--- config.mk ---
export PLATFORM = sky130hd
export DESIGN_NAME = pc_stack_unit
export DESIGN_NICKNAME = d
export VERILOG_FILES = /design/src/rtl/pc_pkg.sv /design/src/rtl/ras_stack.sv /design/src/rtl/pc_stack_unit.sv
export SDC_FILE = /design/constraint.sdc
export NUM_CORES = 1
export LEC_CHECK = 0
export BUFFER_PORTS_ARGS = -buffer_cell sky130_fd_sc_hd__buf_2
export CAP_MARGIN = 5
export CORE_MARGIN = 10
export CORE_UTILIZATION = 35
export DETAILED_ROUTE_END_ITERATION = 16
export HOLD_SLACK_MARGIN = 0.08
export MAX_ROUTING_LAYER = met4
export PLACE_DENSITY = 0.64
export SLEW_MARGIN = 25
export SYNTH_ARGS = -nofsm -noshare
export SYNTH_HDL_FRONTEND = slang
export SYNTH_SLANG_ARGS = --single-unit
export TNS_END_PERCENT = 30
--- constraint.sdc ---
create_clock -name clk -period 2.2 [get_ports clk]
set_input_delay 0.11 -clock clk [delete_from_list [all_inputs] [get_ports clk]]
set_output_delay 0.11 -clock clk [all_outputs]
set_load 0.005 [all_outputs]
--- src/rtl/pc_pkg.sv ---
// Shared control-word bit positions and PC source selection for the program counter.
package pc_pkg;

  localparam int unsigned CS_PC_TO_MBR = 1;
  localparam int unsigned CS_PC_TO_MAR = 2;
  localparam int unsigned CS_MBR_TO_PC = 3;
  localparam int unsigned CS_PC_INC    = 20;
  localparam int unsigned CS_PC_BR     = 21;
  localparam int unsigned CS_CALL      = 22;
  localparam int unsigned CS_RET       = 23;
  localparam int unsigned CS_CLR_ERR   = 24;

  // Winning PC-update request after priority resolution.
  typedef enum logic [2:0] {
    PC_HOLD,
    PC_RET,
    PC_CALL,
    PC_LOAD,
    PC_BR,
    PC_INC
  } pc_sel_e;

endpackage

--- src/rtl/ras_stack.sv ---
// Return-address stack: push/pop with full/empty guarding and a per-cycle error pulse.
module ras_stack #(
  parameter int unsigned WIDTH = 8,
  parameter int unsigned DEPTH = 4
) (
  input  logic                     clk,
  input  logic                     rst,
  input  logic                     push,
  input  logic                     pop,
  input  logic [WIDTH-1:0]         push_data,
  output logic [WIDTH-1:0]         top,
  output logic [$clog2(DEPTH):0]   count,
  output logic                     full,
  output logic                     empty,
  output logic                     err
);

  localparam int unsigned PW = $clog2(DEPTH);
  localparam logic [PW:0]   SP_ONE  = (PW+1)'(1);
  localparam logic [PW:0]   SP_FULL = (PW+1)'(DEPTH);
  localparam logic [PW-1:0] IDX_ONE = PW'(1);

  logic [PW:0]      sp_q, sp_d;
  logic [WIDTH-1:0] mem_q [DEPTH];
  logic [PW-1:0]    top_idx;
  logic             do_push, do_pop;

  always_comb begin
    full    = (sp_q == SP_FULL);
    empty   = (sp_q == '0);
    do_pop  = pop & ~empty;
    do_push = push & ~pop & ~full;
    err     = (pop & empty) | (push & ~pop & full);
    sp_d    = sp_q;
    if (do_pop)
      sp_d = sp_q - SP_ONE;
    else if (do_push)
      sp_d = sp_q + SP_ONE;
  end

  // When full the pointer's low bits wrap to 0, so minus one still lands on the last slot.
  always_comb begin
    top_idx = sp_q[PW-1:0] - IDX_ONE;
    top     = mem_q[top_idx];
    count   = sp_q;
  end

  always_ff @(posedge clk or negedge rst) begin
    if (!rst)
      sp_q <= '0;
    else
      sp_q <= sp_d;
  end

  always_ff @(posedge clk) begin
    if (do_push)
      mem_q[sp_q[PW-1:0]] <= push_data;
  end

endmodule

--- src/rtl/pc_stack_unit.sv ---
// Program counter with edge-triggered increment, relative branch, and call/return stack.
module pc_stack_unit
  import pc_pkg::*;
#(
  parameter int unsigned ADDR_W      = 8,
  parameter int unsigned STACK_DEPTH = 4,
  parameter int unsigned CS_W        = 32
) (
  input  logic                           clk,
  input  logic                           rst,
  input  logic [CS_W-1:0]                control_signal,
  input  logic [ADDR_W-1:0]              data_from_mbr,
  output logic [ADDR_W-1:0]              data_to_mbr,
  output logic [ADDR_W-1:0]              data_to_mar,
  output logic [ADDR_W-1:0]              pc_value,
  output logic [$clog2(STACK_DEPTH):0]   stk_count,
  output logic                           stk_full,
  output logic                           stk_empty,
  output logic                           stk_err
);

  localparam logic [ADDR_W-1:0] PC_ONE = ADDR_W'(1);

  logic [ADDR_W-1:0] pc_q, pc_d;
  logic [ADDR_W-1:0] mbr_q, mar_q;
  logic              inc_prev_q;
  logic              err_q, err_d;
  logic              inc_edge;
  logic [ADDR_W-1:0] pc_plus1;
  pc_sel_e           sel;

  logic              stk_push, stk_pop, stk_err_pulse;
  logic [ADDR_W-1:0] stk_top;

  ras_stack #(
    .WIDTH (ADDR_W),
    .DEPTH (STACK_DEPTH)
  ) u_ras (
    .clk       (clk),
    .rst       (rst),
    .push      (stk_push),
    .pop       (stk_pop),
    .push_data (pc_plus1),
    .top       (stk_top),
    .count     (stk_count),
    .full      (stk_full),
    .empty     (stk_empty),
    .err       (stk_err_pulse)
  );

  always_comb begin
    inc_edge = control_signal[CS_PC_INC] & ~inc_prev_q;
    pc_plus1 = pc_q + PC_ONE;

    sel = PC_HOLD;
    if (control_signal[CS_RET])
      sel = PC_RET;
    else if (control_signal[CS_CALL])
      sel = PC_CALL;
    else if (control_signal[CS_MBR_TO_PC])
      sel = PC_LOAD;
    else if (control_signal[CS_PC_BR])
      sel = PC_BR;
    else if (inc_edge)
      sel = PC_INC;

    stk_push = (sel == PC_CALL);
    stk_pop  = (sel == PC_RET);

    // Plain addition gives the two's-complement offset result mod 2^ADDR_W.
    unique case (sel)
      PC_RET:  pc_d = stk_empty ? pc_q : stk_top;
      PC_CALL: pc_d = stk_full  ? pc_q : data_from_mbr;
      PC_LOAD: pc_d = data_from_mbr;
      PC_BR:   pc_d = pc_q + data_from_mbr;
      PC_INC:  pc_d = pc_plus1;
      default: pc_d = pc_q;
    endcase

    err_d = err_q;
    if (stk_err_pulse)
      err_d = 1'b1;
    else if (control_signal[CS_CLR_ERR])
      err_d = 1'b0;
  end

  always_ff @(posedge clk or negedge rst) begin
    if (!rst) begin
      pc_q       <= '0;
      mbr_q      <= '0;
      mar_q      <= '0;
      inc_prev_q <= 1'b0;
      err_q      <= 1'b0;
    end else begin
      pc_q       <= pc_d;
      inc_prev_q <= control_signal[CS_PC_INC];
      err_q      <= err_d;
      if (control_signal[CS_PC_TO_MBR])
        mbr_q <= pc_q;
      if (control_signal[CS_PC_TO_MAR])
        mar_q <= pc_q;
    end
  end

  always_comb begin
    pc_value    = pc_q;
    data_to_mbr = mbr_q;
    data_to_mar = mar_q;
    stk_err     = err_q;
  end

endmodule

After elaboration in Yosys (flattened, before gate mapping)
Memory sizes are Yosys's and may differ from the RTL's. Index checks and enable logic that the tools add are counted.

Logic and storage cells: 50. Input port bits: 42. Output and inout bits: 30. Memories kept: 1. Bits in registers: 29. RAM bits: 32.

Add/sub/neg operators: 5. Equal/unequal tests: 8. Multiplexer cells: 14. Bitwise operators: 11. Reductions and logical operators: 5.

Memories: u_ras.mem_q (words 4, bits a word 8, rd ports 1, clocked after memory_dff 0, write ports 1, line ras_stack.sv:24) `logic [WIDTH-1:0] mem_q [DEPTH];`.

Operators by type and width (count): $pmux 8 s5 (1); $mux 3 (7); $mux 8 (2); $eq 3x3->1 const B (3); $add 8x1->8 const B (1); $add 8x8->8 (1); $and 1x1->1 (6); $eq 3x2->1 const B (2); $reduce_bool 5->1 (1); $mux 1 (4); $ne 2x2->1 const B (2); $not 1->1 (4); $reduce_bool 2->1 (2); $add 3x1->3 const B (1); $eq 3x1->1 const B (1); $logic_not 3->1 (1); $reduce_and 3->1 (1); $sub 3x1->3 const B (1); $sub 2x1->2 const B (1); $or 1x1->1 (1).

Depth between registers and ports, before layout
Gate-level depths: netlist of run 1.

Depth in word-level cells: 13. Mapped depth: 11. Gate-level depth less buffers: 10.

Hierarchy
From an unflattened synthesis of run 1, not the netlist that was laid out.

Cells, all modules: 232. Area, all modules: 3105.5 um2.

Modules (own cells, without submodules): pc_stack_unit (cells an instance 158, times used 1, area each 1649.1 um2); ras_stack (cells an instance 74, times used 1, area each 1456.4 um2).

Least setup slack after synthesis of run 1
OpenSTA, ideal clock, no wires.

Kind: register to register. Start point: register u_ras.sp_q[0] (netlist: u_ras.count[0]). End point: register u_ras.sp_q[2] (netlist: u_ras.count[2]). Stages on the path, launching flop included: 11. Setup time: 144 ps. Slack: -42 ps. Arrival: 2098 ps. Required time: 2056 ps. Cells stage by stage: dfrtp_1 buf_2 inv_1 ha_1 nand2b_1 nand2_1 xnor2_1 ha_1 inv_1 o311ai_0 o311ai_1.

Longest elaborated chain between the ends: 4.

Ends and longest elaborated chain: from (decl) (line ras_stack.sv:23) `logic [PW:0] sp_q, sp_d;`; from (signal assigned) (line ras_stack.sv:52) `sp_q <= sp_d;`; branches (longest 4 deep; another with $add 3x1->3).

Parallel ways; which one is timed is not known. The select of a mux whose other input is x is not followed. A chain may end at the register's enable or synchronous reset.

Worst setup path in the final report of run 1
Start point: register pc_q[0] (netlist: pc_value[0]). End point: register pc_q[4] (netlist: pc_value[4]).

Longest elaborated chain between the ends: 2.

Ends and longest elaborated chain: from (decl) (line pc_stack_unit.sv:24) `logic [ADDR_W-1:0] pc_q, pc_d;`; from (signal assigned) (line pc_stack_unit.sv:95) `pc_q <= pc_d;`; $add 8x1->8 or $add 8x8->8 (tied branches) (line pc_stack_unit.sv:53, pc_stack_unit.sv:75); $pmux 8 s5 (*) (line pc_stack_unit.sv:71) `unique case (sel)`.

Every way passes the cells marked *; elsewhere a longest branch is shown, timed or not.

==> results, run 1 <==
- The number of global-route vias before repair is 2288.
- After synthesis, the netlist uses 53 different library cells.
- The floorplan step defined a die boundary enclosing 13000 sq um.
- The clock net in this run drives a total of 61 sinks.
- The number of nets with antenna violations after detailed routing is 0.
- STA classifies the critical path endpoint as a flop.
- In this run the worst path has a maximum fanout of 3.
- The type of the worst setup path is reg2reg.
- The worst setup slack after layout is 0.133 ns.
- Counting the fill cells in the layout gives 822.
- The number of violations reported at the end of detailed-routing iteration 0 is 126.
- The number of I/O pins is 72.
- Counting every instance in the synthesized netlist gives 236.
- In this run the static leakage power is 1.54 nW.
- Static timing analysis puts the maximum clock frequency at 484 MHz.
- The overflow left after global routing is 0.
- Dividing the detail-routed wire length by the instance count gives 17.6 um.
- The via count of the routed design is 2175.
- The final count of pins violating max slew is 0.
- The starting density of the core is 0.356.
- Clock tree synthesis selected as its root buffer the cell sky130_fd_sc_hd__clkbuf_8.
- 0 antenna diodes ended up in the layout.
- The total core area is 8680 sq um.
- Entering global routing, the biggest net connects 30 pins.
- After the last flow step, the layout net total stands at 362.
- The worst hold path was traced through 3 stages.
- The biggest area contributor in the post-synthesis netlist is sky130_fd_sc_hd__edfxtp_1.
- The arrival time reported for the critical path endpoint is 2.32 ns.
- The post-route clock period utilization is 0.940.
- Setup violations remaining at the end of the flow were counted as 0.
- In this run the horizontal extent of the chip is 114 um.
- Dividing total power by cell area gives a power density of 1390 nW/um^2.
- Clock skew on the completed layout was measured at 0.00757 ns.
- Summed over all failing endpoints, the final setup total negative slack is 0 ns.
- The area occupied by multi-input gates is 1330 sq um.
- The number of enable flip-flop cells after synthesis is 32.
- For this run, the number of Yosys warnings is 0.
- In the final layout, the share of cells above drive strength 1 is 0.347.
- The share of synthesized area in the top cell type comes to 0.311.
- For this run, the leading register cell type out of synthesis is sky130_fd_sc_hd__edfxtp_1.
- The number of I/O port buffers is 47.
- The worst endpoint required time is 2.45 ns.
- The cell area that synthesis handed to floorplanning was 3090 sq um.
- The minimum setup slack among reg-to-reg paths is 0.13 ns.
- The CTS clock-pin slew for the worst setup and hold paths is 0.06 ns.
- The number of hold-slack violations in the final timing report is 0.
- The number of vias per cell is 5.19.
- The HPWL reported at the end of detailed placement is 5500 um.
- Setup repair after global routing left no endpoint under its margin.
- The wire length of the first global-routing pass is 12100 um.
- IR analysis of the VDD net gives a maximum drop of 0.000546 V.
- After detailed routing, the total wire length is 7390 um.
- The count of state elements after synthesis is 61.
- The H-tree depth is 3.
- The clock period could shrink to 2.07 ns.
- The count of maximum capacitance violations is 0.
- Final hold analysis gives a worst-case slack of 0.126 ns.
- In this design, the stage delay of the slowest critical-path cell is 0.41 ns.
- Before antenna repair, the detailed router went through 4 iterations.
- The floorplan has 34 rows.
- The area added between synthesis and finish is 22.7%.
- In this run the vertical extent of the chip is 114 um.
- The minimum setup slack after placement is 0.133 ns.
- In the layout the commonest cells are sky130_fd_sc_hd__buf_2 (47), sky130_fd_sc_hd__edfxtp_1 (32), sky130_fd_sc_hd__dfrtp_1 (29).
- In the global route stage, overall resource usage came out at 0.119.
- The number of antenna violations at the first check in global routing is 0.
- The master of the slowest instance on the critical path is sky130_fd_sc_hd__fa_1.
- The slew at the pin closest to its max-slew limit is 0.699 ns.
- Buffers inserted during clock tree synthesis total 9.
- The depth of the worst register-to-register path is 7.
- Summing all flip-flop and latch instances after layout gives 1690 sq um.
- The most common cell after layout, fill and taps aside is sky130_fd_sc_hd__buf_2.
- Of all flip-flops after synthesis, the portion carrying an async set or reset was 0.475.
- Headroom to the max-slew limit came out at 0.534.
- The congestion estimate from routability-driven global placement came to 0.796.
- The min-delay analysis places its worst path in the category in2reg.
- The post-detailed-route DRC marker count is 0.
- The deepest clock path buffer count is 2.
- Walking the worst path, the cells encountered are ha_1 > fa_1 > a21o_1 > a21oi_1 > xor2_1 > a311o_1 > o21ai_1.
- The share of the Yosys chip area taken by registers is 0.546.
- The number of nets produced by synthesis is 292.
- The flow ran to the end, and the final reports show no timing, DRC or antenna violations.
- Dividing the synthesized area by the synthesized cell count gives 13.1 sq um.
- TritonCTS built the clock tree.
- The later pin in the worst-skew pair is clocked with a latency of 0.33 ns.
- STA classifies the critical path startpoint as a flop.
- Sorting the synthesized cells by area gives the leading types as sky130_fd_sc_hd__edfxtp_1 (31%), sky130_fd_sc_hd__dfrtp_1 (23%), sky130_fd_sc_hd__mux2_2 (6.2%).
==> timing repair <==
| item | in CTS | in global routing |
|---|---|---|
| endpoints found under the setup margin | 0 | 1 |
| endpoints found under the hold margin | 33 | 0 |
| hold buffers | 5 | 0 |
| buffers inserted | 0 | 0 |
| gates resized for setup | 0 | 1 |
==> worst max-delay path: cells and delay by family (launching register included) <==
family	cells	cell delay, ns
DFF	1	0.38
AOI/OAI and AO/OA	4	0.88
xor gates and xnor gates	1	0.09
adders and majority gates	2	0.63
==> synth_stat cells, drive strengths merged (2+ instances only) <==
master / count
edfxtp: 32
dfrtp: 29
mux2: 18
nand2: 14
ha: 13
nor2: 13
inv: 10
o21ai: 10
a21oi: 8
mux4: 8
nand3: 8
xnor2: 7
and2: 5
a211oi: 4
a221oi: 4
buf: 4
clkbuf: 4
nand2b: 4
xor2: 4
a21o: 3
a31oi: 2
a32oi: 2
nor4b: 2
o22ai: 2
o2bb2ai: 2
o311ai: 2
or3: 2
==> cells by family after synthesis <==
kind of cell / after synthesis / share of synthesized area
adder cells (fa/ha/maj): 14 / 0.0591
flip-flops: 61 / 0.546
AND/OR/NAND/NOR: 58 / 0.100
multiplexers: 27 / 0.127
buffers and inverters: 18 / 0.0255
XOR/XNOR: 11 / 0.0312
AO/OA/AOI/OAI: 47 / 0.112
==> sequential cells by signal (all words and copies together) (netlist names) <==
signal / cells
u_ras.mem_q: 32
data_to_mar: 8
data_to_mbr: 8
pc_value: 8
u_ras.count: 3
inc_prev_q: 1
stk_err: 1
==> layer usage <==
layer	track usage	up-vias	routed length (um)
met2	0.180	75	3380
met1	0.154	1051	3410
li1	-	1042	-
met4	0.0234	0	55
met5	-	-	0
met3	0.0388	7	544
==> where the power goes <==
group	internal [mW]	total (mW)	leakage [nW]	switching, mW
Clock	0.626	1.04	0.105	0.417
Sequential	1.68	1.85	0.630	0.176
Combinational	1.12	2.36	0.803	1.24
Total	3.42	5.26	1.54	1.84
==> final timing paths <==
| kind | startpoint | to |
|---|---|---|
| worst min register to register | stk_err$_DFFE_PN0P_ | stk_err$_DFFE_PN0P_ |
| worst max-delay path | pc_value[0]$_DFFE_PN0P_ | pc_value[4]$_DFFE_PN0P_ |
| worst min-delay path | data_from_mbr[3] | pc_value[3]$_DFFE_PN0P_ |
| max in group asynchronous | rst | data_to_mar[4]$_DFFE_PN0P_ |
| worst max register to register | pc_value[0]$_DFFE_PN0P_ | pc_value[4]$_DFFE_PN0P_ |
| min in group asynchronous | rst | u_ras.count[0]$_DFFE_PN0P_ |
==> per-stage QoR <==
| stage | total power, mW | std cells | instance area, sq um | util |
|---|---|---|---|---|
| after detailed placement | 4.24 | 398 | 3530 | 0.407 |
| after global routing | 5.66 | 419 | 3790 | 0.437 |
| after global placement | 4.18 | 398 | 3530 | 0.407 |
| after CTS | 5.31 | 419 | 3790 | 0.437 |
| final | 5.26 | 419 | 3790 | 0.437 |
| after floorplan | 3.31 | 236 | 3090 | - |
==> layout make-up <==
| type | count | area share |
|---|---|---|
| Sequential cell | 61 | 0.444 |
| Timing Repair Buffer | 67 | 0.105 |
| Tap cell | 108 | 0.0356 |
| Inverter | 10 | 0.00989 |
| Clock buffer | 10 | 0.0336 |
| Clock inverter | 6 | 0.0204 |
| Multi-Input combinational cell | 157 | 0.351 |
(Power assumes the default switching activity.)
==> run 2, diff against run 1 <==
clock period = 1.8 ns   (was 2.2 ns; I/O delays follow)
==> run 2 against run 1 <==
Compared with the run above: the run now ends with setup timing left; design area increased by 6.6%; clock-buffer cell count increased by 1; flip-flop and latch count stayed put; setup slack got worse by 0.31 ns; hold slack better by 0.033 ns; global-route usage rose by 0.28 points; clock power up 13%; via count rose by 5.1%; first-iteration DRC count increased by 21%; critical path type unchanged; highest routed layer unchanged.
==> results, run 2 (synthesis results as in run 1) <==
- The number of hold-slack violations in the final timing report was 0 (unchanged).
- The arrival time reported for the critical path endpoint is 2.20 ns (was 2.32 ns).
- The number of vias per cell is 5.19 (about the same).
- The CTS clock-pin slew for the worst setup and hold paths is 0.07 ns (was 0.06 ns).
- The number of global-route vias before repair is 2329 (was 2288).
- The buffer type at the clock tree root is sky130_fd_sc_hd__clkbuf_8 (unchanged).
- The count of maximum capacitance violations is 0 (unchanged).
- The kind of capture point of the worst setup path is a flop (unchanged).
- The kind of start point of the critical path is a flop (unchanged).
- Setup repair after global routing missed its margin: yes (was no).
- The final instance area was 4040 sq um (was 3790 sq um).
- The most common cell after layout, fill and taps aside is sky130_fd_sc_hd__buf_2 (unchanged).
- Cell-by-cell listing of the critical path: ha_4 > fa_2 > a21o_1 > a311oi_2 > nor4b_1 > a41oi_2 > a221oi_2 (was ha_1 > fa_1 > a21o_1 > a21oi_1 > xor2_1 > a311o_1 > o21ai_1).
- The number of filler cells placed in the layout was 786 (was 822).
- The part of the power in registers came to 0.331 (was 0.353).
- The routability-driven placement congestion ratio is 0.818 (was 0.796).
- The final count of pins violating max slew came to 0 (unchanged).
- The clock skew is 0.00867 ns (was 0.00757 ns).
- The total negative slack is -0.425 ns (was 0 ns).
- The number of standard-cell rows in the floorplan is 34 (unchanged).
- The share of power burned in combinational logic was 0.496 (was 0.449).
- The die span in y was 114 um (unchanged).
- The internal power of the cells is 4.37 mW (was 3.42 mW).
- The maximum fanout along the worst path was 3 (unchanged).
- The horizontal die dimension is 114 um (unchanged).
- The detailed-routing iteration count for the pre-antenna-repair pass was 4 (unchanged).
- The slew at the pin closest to its max-slew limit is 0.705 ns (was 0.699 ns).
- The wire length of the first global-routing pass was 12200 um (was 12100 um).
- The biggest cell delay along the critical path was 0.43 ns (was 0.41 ns).
- The proportion of total power due to net switching came to 0.361 (was 0.349).
- The combined global-route utilization of all metal layers is 0.122 (was 0.119).
- The critical path buffer and inverter count came to 0 (unchanged).
- The number of clock sinks seen by CTS is 61 (unchanged).
- The final cell utilization of the core came to 0.466 (was 0.437).
- The overflow left after global routing is 0 (unchanged).
- The wire length per cell after detailed routing is 17.7 um (was 17.6 um).
- The CTS tree is yes (unchanged).
- The post-route clock period utilization came to 1.10 (was 0.940).
- The combined flip-flop and latch cell area is 1690 sq um (about the same).
- The checks that failed: setup timing.
- The total core area is 8680 sq um (unchanged).
- The switching power total is 2.47 mW (was 1.84 mW).
- The leakage power figure is 1.65 nW (was 1.54 nW).
- The worst endpoint required time is 2.02 ns (was 2.45 ns).
- The worst hold path cell count came to 2 (was 3).
- The number of violations reported at the end of detailed-routing iteration 0 is 152 (was 126).
- The number of I/O pins is 72 (unchanged).
- The count of non-filler cells in the finished layout is 441 (was 419).
- The number of I/O port buffers is 47 (unchanged).
- The number of buffers added by the clock tree synthesis step is 9 (unchanged).
- The count of final setup violators came to 4 (was 0).
- The post-detailed-route DRC marker count is 0 (unchanged).
- The starting density of the core was 0.356 (unchanged).
- The deepest clock path buffer count is 2 (unchanged).
- The diode insertion count for antenna repair is 0 (unchanged).
- The cell type group with the largest total delay on the critical path was compound AO/OA/AOI/OAI gates (unchanged).
- The clock insertion delay at the later pin of the skew report came to 0.34 ns (was 0.33 ns).
- The master of the slowest instance on the critical path was sky130_fd_sc_hd__dfrtp_2 (was sky130_fd_sc_hd__fa_1).
- The layout net count is 384 (was 362).
- The flip-flop count of the largest register, all copies and words added is 32 (unchanged).
- The worst setup slack after layout is -0.179 ns (was 0.133 ns).
- The worst hold path class is in2reg (unchanged).
- The share of layout cells above drive strength 1 is 0.450 (was 0.347).
- The number of antenna violations at the first check in global routing is 0 (unchanged).
- The worst voltage drop across the vdd grid is 0.000465 V (was 0.000546 V).
- The post-route minimum period is 1.98 ns (was 2.07 ns).
- The total wire length after detailed routing is 7820 um (was 7390 um).
- The power density of the placed cells is 1690 nW/um^2 (was 1390 nW/um^2).
- The area occupied by multi-input gates is 1430 sq um (was 1330 sq um).
- The clock group share of total power is 0.173 (was 0.198).
- The highest attainable clock frequency is 505 MHz (was 484 MHz).
- The H-tree depth came to 3 (unchanged).
- The full die area is 13000 sq um (unchanged).
- The via count of the routed design is 2287 (was 2175).
- The area added between synthesis and finish is 30.8% (was 22.7%).
- Result of the run: finished, violations left (was finished, final reports clean).
- The type of the worst setup path is reg2reg (unchanged).
- The largest net degree at the start of global routing is 30 (unchanged).
- The cell area after placement was 3750 sq um (was 3530 sq um).
- Highest-count cells in the layout ignoring fill and taps: sky130_fd_sc_hd__buf_2 (47), sky130_fd_sc_hd__buf_4 (37), sky130_fd_sc_hd__edfxtp_1 (32) (was sky130_fd_sc_hd__buf_2 (47), sky130_fd_sc_hd__edfxtp_1 (32), sky130_fd_sc_hd__dfrtp_1 (29)).
- The number of cells in the design after placement is 419 (was 398).
- The HPWL reported at the end of detailed placement was 5720 um (was 5500 um).
- The number of nets with antenna violations after detailed routing was 0 (unchanged).
- The max-slew headroom at the worst pin came to 0.530 (was 0.534).
- The total number of cells along the worst setup path is 7 (unchanged).
- The depth of the worst register-to-register path came to 7 (unchanged).
-- run 2: changes by cell type in the layout (fill, tap and decap cells not counted), sizes merged --
cell      change
bufinv        -2
clkbuf        +1
clkinv        -1
inv           +1
buf          +22
clkinvlp      +1
-- run 2: worst paths after layout --
check	startpoint	endpoint	slack (ns)
max in group asynchronous	rst	pc_value[0]$_DFFE_PN0P_	0.96
worst max-delay path	pc_value[0]$_DFFE_PN0P_	pc_value[6]$_DFFE_PN0P_	-0.18
worst max register to register	pc_value[0]$_DFFE_PN0P_	pc_value[6]$_DFFE_PN0P_	-0.18
min in group asynchronous	rst	u_ras.count[1]$_DFFE_PN0P_	0.34
worst min register to register	data_to_mbr[2]$_DFFE_PN0P_	data_to_mbr[2]$_DFFE_PN0P_	0.51
worst min-delay path	control_signal[2]	data_to_mar[7]$_DFFE_PN0P_	0.16
-- run 2: layer usage --
layer  global-route usage  wire length [um]  up-vias
met3               0.0289               326       17
met2                0.201              3970       63
met4               0.0518               148        0
met5                    -                 0        -
met1                0.139              3380     1121
li1                     -                 -     1086
-- run 2: layout make-up --
class,instances,area share
inverter,10,0.00928
sequential,61,0.418
clock buffer,11,0.0402
timing repair buffer,89,0.139
multi-input combinational,157,0.352
tap,108,0.0334
clock inverter,5,0.00774
-- run 2: power by group through the flow --
| stage | clock network, mW | logic, mW | registers [mW] |
|---|---|---|---|
| 2_1_floorplan | 0 | 1.78 | 2.40 |
| 3_3_place_gp | 0 | 3.25 | 2.26 |
| 3_5_place_dp | 0 | 3.33 | 2.29 |
| 4_1_cts | 1.21 | 3.36 | 2.26 |
| 5_1_grt | 1.28 | 3.72 | 2.31 |
| 6_report | 1.18 | 3.39 | 2.26 |
-- run 2: what timing repair did --
item | in CTS | in global routing
endpoints found under the hold margin | 33 | 0
hold buffers | 5 | 0
pin swaps | 0 | 3
resized for setup | 1 | 8
setup buffers | 0 | 1
endpoints found under the setup margin | 5 | 7
-- run 2: stage by stage --
step	hold slack [ns]	setup WS [ns]	total power, mW
2_1_floorplan	-0.206	-0.0834	4.19
3_5_place_dp	0.163	-0.123	5.62
4_1_cts	0.142	-0.138	6.83
6_report	0.159	-0.179	6.84
3_3_place_gp	0.155	-0.118	5.52
5_1_grt	0.159	-0.250	7.31
==> run 3, diff against run 2 <==
clock period = 1.7 ns   (was 1.8 ns; I/O delays follow)
==> run 3 against run 2 <==
Compared with the run above: the run still ends with setup timing left; via count is 1.7% higher; clock skew hardly changed; highest routed layer unchanged; critical path type unchanged; largest power group unchanged; first-iteration DRC count is 35% lower; largest cell class unchanged; total power is 7.2% higher; combinational power is 13% higher.
==> results, run 3 (synthesis results as in run 1) <==
- The CTS tree is yes (unchanged).
- The worst endpoint required time is 1.97 ns (was 2.02 ns).
- Result of the run: finished, violations left (unchanged).
- The type of the worst setup path was reg2reg (unchanged).
- The wire length per cell after detailed routing was 17.6 um (was 17.7 um).
- The highest attainable clock frequency is 535 MHz (was 505 MHz).
- The total core area is 8680 sq um (unchanged).
- The count of final setup violators is 5 (was 4).
- The layout net count is 391 (was 384).
- The minimum setup slack after placement is -0.181 ns (was -0.123 ns).
- The post-route clock period utilization is 1.10 (about the same).
- The internal power of the cells is 4.69 mW (was 4.37 mW).
- The H-tree depth was 3 (unchanged).
- Highest-count cells in the layout ignoring fill and taps: sky130_fd_sc_hd__buf_2 (47), sky130_fd_sc_hd__buf_4 (41), sky130_fd_sc_hd__edfxtp_1 (32) (was sky130_fd_sc_hd__buf_2 (47), sky130_fd_sc_hd__buf_4 (37), sky130_fd_sc_hd__edfxtp_1 (32)).
- The CTS clock-pin slew for the worst setup and hold paths came to 0.07 ns (about the same).
- The worst setup slack after layout is -0.170 ns (was -0.179 ns).
- The most common cell after layout, fill and taps aside is sky130_fd_sc_hd__buf_2 (unchanged).
- The number of I/O pins is 72 (unchanged).
- The kind of start point of the critical path is a flop (unchanged).
- The clock skew is 0.00853 ns (was 0.00867 ns).
- The number of standard-cell rows in the floorplan is 34 (unchanged).
- The kind of capture point of the worst setup path is a flop (unchanged).
- The full die area was 13000 sq um (unchanged).
- The max-slew headroom at the worst pin was 0.525 (was 0.530).
- The leakage power figure is 1.69 nW (was 1.65 nW).
- The cell type group with the largest total delay on the critical path is compound AO/OA/AOI/OAI gates (unchanged).
- The area added between synthesis and finish is 34.9% (was 30.8%).
- The combined flip-flop and latch cell area was 1690 sq um (about the same).
- The largest net degree at the start of global routing is 30 (unchanged).
- The via count of the routed design was 2325 (was 2287).
- The critical path buffer and inverter count is 0 (unchanged).
- Setup repair after global routing missed its margin: yes (unchanged).
- The cell area after placement was 3830 sq um (was 3750 sq um).
- The diode insertion count for antenna repair came to 0 (unchanged).
- The wire length of the first global-routing pass is 12600 um (was 12200 um).
- The biggest cell delay along the critical path came to 0.43 ns (about the same).
- The combined global-route utilization of all metal layers came to 0.131 (was 0.122).
- The number of vias per cell is 5.19 (about the same).
- The part of the power in registers came to 0.330 (was 0.331).
- The proportion of total power due to net switching was 0.361 (about the same).
- The post-detailed-route DRC marker count was 0 (unchanged).
- The number of filler cells placed in the layout was 797 (was 786).
- The HPWL reported at the end of detailed placement was 5930 um (was 5720 um).
- The buffer type at the clock tree root is sky130_fd_sc_hd__clkbuf_8 (unchanged).
- The number of hold-slack violations in the final timing report is 0 (unchanged).
- The switching power total is 2.65 mW (was 2.47 mW).
- The master of the slowest instance on the critical path is sky130_fd_sc_hd__dfrtp_2 (unchanged).
- The worst hold path class is in2reg (unchanged).
- Cell-by-cell listing of the critical path: ha_4 > fa_2 > a21o_1 > a21oi_2 > xor2_1 > a311o_1 > o21ai_1 (was ha_4 > fa_2 > a21o_1 > a311oi_2 > nor4b_1 > a41oi_2 > a221oi_2).
- The final count of pins violating max slew is 0 (unchanged).
- The clock insertion delay at the later pin of the skew report is 0.34 ns (about the same).
- The number of nets with antenna violations after detailed routing is 0 (unchanged).
- The share of power burned in combinational logic was 0.523 (was 0.496).
- The deepest clock path buffer count is 2 (unchanged).
- The clock group share of total power is 0.148 (was 0.173).
- The arrival time reported for the critical path endpoint came to 2.14 ns (was 2.20 ns).
- The area occupied by multi-input gates is 1500 sq um (was 1430 sq um).
- The detailed-routing iteration count for the pre-antenna-repair pass is 4 (unchanged).
- The horizontal die dimension was 114 um (unchanged).
- The power density of the placed cells is 1760 nW/um^2 (was 1690 nW/um^2).
- The routability-driven placement congestion ratio is 0.873 (was 0.818).
- The number of clock sinks seen by CTS is 61 (unchanged).
- The number of antenna violations at the first check in global routing is 0 (unchanged).
- The minimum setup slack among reg-to-reg paths was -0.17 ns (was -0.18 ns).
- The number of buffers added by the clock tree synthesis step was 9 (unchanged).
- The number of I/O port buffers was 47 (unchanged).
- The final instance area was 4170 sq um (was 4040 sq um).
- The die span in y came to 114 um (unchanged).
- The share of layout cells above drive strength 1 is 0.494 (was 0.450).
- The worst voltage drop across the vdd grid is 0.000719 V (was 0.000465 V).
- The number of violations reported at the end of detailed-routing iteration 0 is 99 (was 152).
- The number of global-route vias before repair is 2372 (was 2329).
- The maximum fanout along the worst path is 2 (was 3).
- The total wire length after detailed routing is 7910 um (was 7820 um).
- The post-route minimum period is 1.87 ns (was 1.98 ns).
- Failing checks: setup timing (unchanged).
- The overflow left after global routing came to 0 (unchanged).
- The slew at the pin closest to its max-slew limit is 0.712 ns (was 0.705 ns).
- The starting density of the core is 0.356 (unchanged).
- The flip-flop count of the largest register, all copies and words added came to 32 (unchanged).
- The count of maximum capacitance violations is 0 (unchanged).
[run 3: power by group through the flow]
stage          clock, mW  combinational [mW]  sequential, mW
4_1_cts             1.12                3.77            2.42
6_report            1.08                3.83            2.42
2_1_floorplan          0                1.98            2.55
5_1_grt             1.21                4.21            2.47
3_3_place_gp           0                3.52            2.41
3_5_place_dp           0                3.60            2.43
[run 3: cell type report]
cell class | instances | share of cell area
clock buffer | 11 | 0.0315
inverter | 10 | 0.00960
multi-input combinational | 157 | 0.360
sequential | 61 | 0.405
tap | 108 | 0.0324
timing repair buffer | 96 | 0.155
clock inverter | 5 | 0.00690
[run 3: path summary, 6_finish.rpt]
path | from | to | depth (start not counted)
max | pc_value[0]$_DFFE_PN0P_ | pc_value[4]$_DFFE_PN0P_ | 7
min | data_from_mbr[3] | pc_value[3]$_DFFE_PN0P_ | 3
max reg2reg | pc_value[0]$_DFFE_PN0P_ | pc_value[4]$_DFFE_PN0P_ | 7
min reg2reg | data_to_mbr[7]$_DFFE_PN0P_ | data_to_mbr[7]$_DFFE_PN0P_ | 1
max in group asynchronous | rst | pc_value[1]$_DFFE_PN0P_ | 2
min in group asynchronous | rst | u_ras.count[1]$_DFFE_PN0P_ | 2
[run 3: routing by layer]
layer,GRT usage,vias to the layer above,wire length (um)
li1,-,1103,-
met1,0.160,1153,3650
met2,0.197,60,3690
met3,0.0430,9,446
met4,0.0476,0,123
met5,-,-,0
[run 3: stage by stage]
| step | instances | hold slack [ns] | power [mW] | util | TNS, ns |
|---|---|---|---|---|---|
| CTS | 445 | 0.164 | 7.30 | 0.473 | -0.512 |
| detailed placement | 422 | 0.184 | 6.03 | 0.442 | -0.660 |
| global route | 448 | 0.163 | 7.89 | 0.481 | -1.07 |
| finish | 448 | 0.174 | 7.33 | 0.481 | -0.456 |
| global placement | 422 | 0.155 | 5.94 | 0.442 | -0.551 |
| floorplan | 236 | -0.211 | 4.52 | - | -1.96 |
[run 3: repair_timing]
action / in CTS / in global routing
pin swaps: 8 / 8
buffers inserted: 2 / 3
gates resized for setup: 10 / 10
setup endpoints to repair: 14 / 37
endpoints found under the hold margin: 33 / 0
hold buffers: 5 / 0
[run 3: worst min-delay path: stages]
cell and delay [ns]:
sky130_fd_sc_hd__buf_2 0.11, sky130_fd_sc_hd__mux2i_1 0.17, sky130_fd_sc_hd__o31ai_2 0.09
